[src/rtl/sd_rw_arbiter.sv]
// Arbitrates one SPI SD card between a write and a read requester and steers sd_cs/sd_mosi.
// Define SD_ARB_WR_PRIO_EN for fixed write priority; round robin otherwise.
module sd_rw_arbiter #(
    parameter int ADDR_W    = 32,
    parameter int GAP_CYC   = 8,
    parameter int BUSY_WAIT = 16,
    parameter int TIMEOUT_W = 24
) (
    input  logic              clk_25m,
    input  logic              rst,
    input  logic              sd_init_done,
    input  logic              init_sd_cs,
    input  logic              init_sd_mosi,
    input  logic              wr_sd_cs,
    input  logic              wr_sd_mosi,
    input  logic              rd_sd_cs,
    input  logic              rd_sd_mosi,
    output logic              sd_cs,
    output logic              sd_mosi,
    input  logic              u_wr_req,
    input  logic [ADDR_W-1:0] u_wr_addr,
    output logic              u_wr_ack,
    input  logic              u_rd_req,
    input  logic [ADDR_W-1:0] u_rd_addr,
    output logic              u_rd_ack,
    output logic              wr_start_en,
    output logic [ADDR_W-1:0] wr_sec_addr,
    input  logic              wr_busy,
    output logic              rd_start_en,
    output logic [ADDR_W-1:0] rd_sec_addr,
    input  logic              rd_busy,
    output logic              arb_busy,
    output logic [1:0]        owner,
    output logic              timeout_err
);

    typedef enum logic [2:0] {
        IDLE    = 3'd0,
        ARB     = 3'd1,
        START   = 3'd2,
        WAIT_HI = 3'd3,
        WAIT_LO = 3'd4,
        GAP     = 3'd5
    } state_t;

    localparam logic [1:0] OWN_NONE = 2'b00;
    localparam logic [1:0] OWN_WR   = 2'b01;
    localparam logic [1:0] OWN_RD   = 2'b10;

    state_t                r_state;
    state_t                w_state_nxt;
    logic [1:0]            r_owner;
    logic [1:0]            w_owner_nxt;
    logic [TIMEOUT_W-1:0]  r_cnt;
    logic                  r_last_rd;
    logic                  r_timeout;
    logic [ADDR_W-1:0]     r_wr_addr;
    logic [ADDR_W-1:0]     r_rd_addr;
    logic                  w_pick_wr;
    logic                  w_pick_rd;
    logic                  w_grant_wr;
    logic                  w_grant_rd;
    logic                  w_to;
    logic                  w_busy_sel;

`ifdef SD_ARB_WR_PRIO_EN
    assign w_pick_wr = u_wr_req;
`else
    // On contention the side that did not win last time goes next.
    assign w_pick_wr = u_wr_req && (!u_rd_req || r_last_rd);
`endif
    assign w_pick_rd  = u_rd_req && !w_pick_wr;
    assign w_busy_sel = (r_owner == OWN_WR) ? wr_busy : rd_busy;

    always_comb begin
        w_state_nxt = r_state;
        w_owner_nxt = r_owner;
        w_grant_wr  = 1'b0;
        w_grant_rd  = 1'b0;
        w_to        = 1'b0;
        if (!sd_init_done) begin
            w_state_nxt = IDLE;
            w_owner_nxt = OWN_NONE;
        end else begin
            case (r_state)
                IDLE: w_state_nxt = ARB;
                ARB: begin
                    if (w_pick_wr) begin
                        w_grant_wr  = 1'b1;
                        w_owner_nxt = OWN_WR;
                        w_state_nxt = START;
                    end else if (w_pick_rd) begin
                        w_grant_rd  = 1'b1;
                        w_owner_nxt = OWN_RD;
                        w_state_nxt = START;
                    end
                end
                START: w_state_nxt = WAIT_HI;
                WAIT_HI: begin
                    if (w_busy_sel) begin
                        w_state_nxt = WAIT_LO;
                    end else if (r_cnt == TIMEOUT_W'(BUSY_WAIT - 1)) begin
                        w_to        = 1'b1;
                        w_owner_nxt = OWN_NONE;
                        w_state_nxt = GAP;
                    end
                end
                WAIT_LO: begin
                    if (!w_busy_sel) begin
                        w_owner_nxt = OWN_NONE;
                        w_state_nxt = GAP;
                    end else if (&r_cnt) begin
                        w_to        = 1'b1;
                        w_owner_nxt = OWN_NONE;
                        w_state_nxt = GAP;
                    end
                end
                GAP: begin
                    if (r_cnt == TIMEOUT_W'(GAP_CYC - 1)) begin
                        w_state_nxt = ARB;
                    end
                end
                default: begin
                    w_state_nxt = IDLE;
                    w_owner_nxt = OWN_NONE;
                end
            endcase
        end
    end

    // r_cnt restarts on every state change, so it serves as watchdog and gap timer.
    always_ff @(posedge clk_25m) begin
        if (rst) begin
            r_state   <= IDLE;
            r_owner   <= OWN_NONE;
            r_cnt     <= '0;
            r_last_rd <= 1'b1;
            r_timeout <= 1'b0;
            r_wr_addr <= '0;
            r_rd_addr <= '0;
        end else begin
            r_state <= w_state_nxt;
            r_owner <= w_owner_nxt;
            r_cnt   <= (w_state_nxt != r_state) ? '0 : r_cnt + TIMEOUT_W'(1);
            if (w_to) begin
                r_timeout <= 1'b1;
            end
            if (w_grant_wr) begin
                r_wr_addr <= u_wr_addr;
                r_last_rd <= 1'b0;
            end
            if (w_grant_rd) begin
                r_rd_addr <= u_rd_addr;
                r_last_rd <= 1'b1;
            end
        end
    end

    assign wr_start_en = (r_state == START) && (r_owner == OWN_WR);
    assign rd_start_en = (r_state == START) && (r_owner == OWN_RD);
    assign u_wr_ack    = wr_start_en;
    assign u_rd_ack    = rd_start_en;
    assign wr_sec_addr = r_wr_addr;
    assign rd_sec_addr = r_rd_addr;
    assign arb_busy    = (r_state != IDLE) && (r_state != ARB);
    assign owner       = r_owner;
    assign timeout_err = r_timeout;

    always_comb begin
        sd_cs   = 1'b1;
        sd_mosi = 1'b1;
        if (!sd_init_done) begin
            sd_cs   = init_sd_cs;
            sd_mosi = init_sd_mosi;
        end else if (r_owner == OWN_WR) begin
            sd_cs   = wr_sd_cs;
            sd_mosi = wr_sd_mosi;
        end else if (r_owner == OWN_RD) begin
            sd_cs   = rd_sd_cs;
            sd_mosi = rd_sd_mosi;
        end
    end

endmodule

[config.mk]
export PLATFORM = sky130hd
export DESIGN_NAME = sd_rw_arbiter
export DESIGN_NICKNAME = d
export VERILOG_FILES = /design/src/rtl/sd_rw_arbiter.sv
export SDC_FILE = /design/constraint.sdc
export NUM_CORES = 1
export LEC_CHECK = 0
export CAP_MARGIN = 15
export CELL_PAD_IN_SITES_DETAIL_PLACEMENT = 0
export CELL_PAD_IN_SITES_GLOBAL_PLACEMENT = 1
export CORE_MARGIN = 1
export CORE_UTILIZATION = 31
export CTS_CLUSTER_DIAMETER = 40
export DETAILED_ROUTE_END_ITERATION = 8
export PLACE_DENSITY = 0.84
export SYNTH_ARGS = -nofsm -noshare
export SYNTH_HDL_FRONTEND = slang
export SYNTH_SLANG_ARGS = --single-unit
[constraint.sdc]
create_clock -name clk_25m -period 2.53 [get_ports clk_25m]
set_clock_uncertainty 0.1 [all_clocks]
set_input_delay 0.759 -clock clk_25m [delete_from_list [all_inputs] [get_ports clk_25m]]
set_output_delay 0.759 -clock clk_25m [all_outputs]
set_load 0.02 [all_outputs]
==> impl_results.md <==
- Commonest cells after routing, fill and taps aside: clkdlybuf4s50_1, nand2_1, dfxtp_1
- Post_cts resized: 16
- Commonest non-fill, non-tap cell in the layout: clkdlybuf4s50_1
- Max-cap viol count: 0
- Leak Pwr: 2.07 nW
- Antenna Cells: 0
- Maximum buffer depth of the clock tree: 2
- Hold violation count in the final report: 0
- Post-Place Cell Area: 0.00565 sq mm
- Pin count of the biggest net entering global routing: 67
- Share of the yosys chip area belonging to registers: 49.1%
- Layout Utilization: 49.0%
- First-pass DRT Iterations: 4
- Top Ports: 151
- DR WL/cell: 13.2 um
- Share of flip-flops with an asynchronous set or reset: 0%
- Syn_area_per_cell: 7.97 sq um
- HP Class: reg2reg
- Cell area after synthesis: 0.00387 sq mm
- Clock sink count: 95
- Starting density of the core: 32.0%
- Antenna viol nets, final: 0
- CTS tree: built
- Vias in the first global route: 3643
- Fill count: 1186
- Die Height: 114 um
- Cells after Synth: 486
- Finished layout cell area: 0.00593 sq mm
- Final slew viol count: 0
- Share of cells above drive strength 1: 7.33%
- Final setup viols: 0
- Leading area contributor after synthesis: dfxtp_1
- Worst-margin pin slew: 0.742 ns
- Slew headroom: 50.5%
- Critical-path maximum fanout: 1
- Horiz. Die Dim: 114 um
- Initial antenna violation count: 0
- Reg2Reg Setup Slack: 0.32 ns
- Number of CTS-inserted buffers: 9
- Max Freq: 404 MHz
- Root Driver: clkbuf_16
- Port-buffer cells: 150
- Hold Slack: 0.351 ns
- Setup WS pre-CTS: -0.480 ns
- Critical path class: in2out
- Synth warnings: 0
- Via Count: 3800
- VDD IR-drop max: 286 uV
- P per Cell Area: 539 mW/mm^2
- Most used DFF post-synth: dfxtp_1
- Grt total ovfl: 0
- Area contributors post-synth: dfxtp_1, nand2_1, a21oi_1
- Skew-Pair Late Insertion Delay: 0.34 ns
- Post-synth top area share: 49.1%
- RSZ-0062 raised after global routing: no
- Final period util: 97.7%
- Post-Route WL: 10600 um
- Iter 0 DRT Violations: 187
- Minimum clock period: 2.47 ns
- EDFF count, synth: 0
- Setup TNS: 0 ns
- Total GRT Usage: 17.1%
- Hold_buf cts: 0
- #FFs+latches synth: 95
- Startpoint class of the critical path: input port
- Clk pin slew, worst setup/hold paths: 0.06 ns
- NumNets Final: 714
- Status: completed
- Syn nets: 564
- Area delta synth->final: 53.2%
- Setup crit end kind: output pin
- Synth unique cells: 44
- Worst setup margin: 0.0577 ns
- Critical Path RT: 1.67 ns
- Row count: 40
- Core Footprint: 0.0121 sq mm
- First-pass GRT wire length: 17400 um
- Postcts setup bufs: 0
- # DRC: 0
- Worst EP arrival: 1.61 ns
- Post-DP HPWL: 7550 um
- Die ar.: 0.0129 sq mm
- Routability-driven placement congestion ratio: 0.761
- H-tree level count: 3
- Via density: 4.70
cells by family (layout without fill, tap and decap cells):
kind of cell / after synthesis / count (layout) / synth area share, %
flops: 95 / 95 / 49.1
simple gates: 235 / 235 / 27.1
mux: 4 / 4 / 1.16
compound gates: 89 / 89 / 13.0
fa+ha+maj: 1 / 1 / 0.323
buf+inv: 40 / 195 / 4.33
xor+xnor: 22 / 22 / 4.97
metal layers:
| layer | GRT usage (%) | vias up | wire [um] |
|---|---|---|---|
| met2 | 27.9 | 116 | 5070 |
| met3 | 6.06 | 17 | 812 |
| met5 | 0 | - | 0 |
| li1 | - | 1912 | - |
| met4 | 8.05 | 0 | 246 |
| met1 | 20.2 | 1755 | 4520 |
stage by stage:
| step | std cells | total power, mW |
|---|---|---|
| after floorplan | 486 | 1.68 |
| after global placement | 793 | 1.88 |
| after detailed placement | 793 | 1.88 |
| after CTS | 809 | 3.25 |
| after global routing | 809 | 3.34 |
| final | 809 | 3.20 |
final timing paths:
| check | from | end | cells after the start |
|---|---|---|---|
| max reg2reg | r_cnt[13] | owner[1] | 6 |
| min reg2reg | rd_sec_addr[26] | rd_sec_addr[26] | 2 |
| min | rd_sec_addr[26] | rd_sec_addr[26] | 2 |
| max | wr_sd_cs | sd_cs | 4 |
critical path: stages:
cell             delay [ns]
clkdlybuf4s50_1        0.41
o221ai_1               0.17
o21ai_0                0.10
buf_2                  0.17
final cells by class:
cell class                      count  area [sq um]  area share [%]
Tap cell                          168           210            3.54
Sequential cell                    95          1900            32.1
Multi-Input combinational cell    351          1810            30.5
Clock inverter                      5          57.6           0.970
Timing Repair Buffer              170          1680            28.3
Clock buffer                       11           243            4.09
Inverter                            9          33.8           0.569
power by group:
part	switching, mW	internal, mW
clock	0.567	0.791
combinational	0.133	0.180
sequential	0.0123	1.52
synthesized netlist by cell type (all sizes together) (3+ instances only):
master	number
nand2	139
xor2	12
nor2	37
nand3	15
xnor2	10
nand2b	5
dfxtp	95
inv	9
nor4	7
nand4	9
and3	5
o221ai	3
mux2i	3
buf	8
a21oi	67
nor3	6
o21ai	5
clkbuf	23
sequential cells by signal, summed over array words and instances (netlist names):
signal,count
wr_sec_addr,32
rd_sec_addr,32
timeout_err,1
owner,2
r_cnt,24
r_last_rd,1
r_state,3
(Power assumes the default switching activity.)
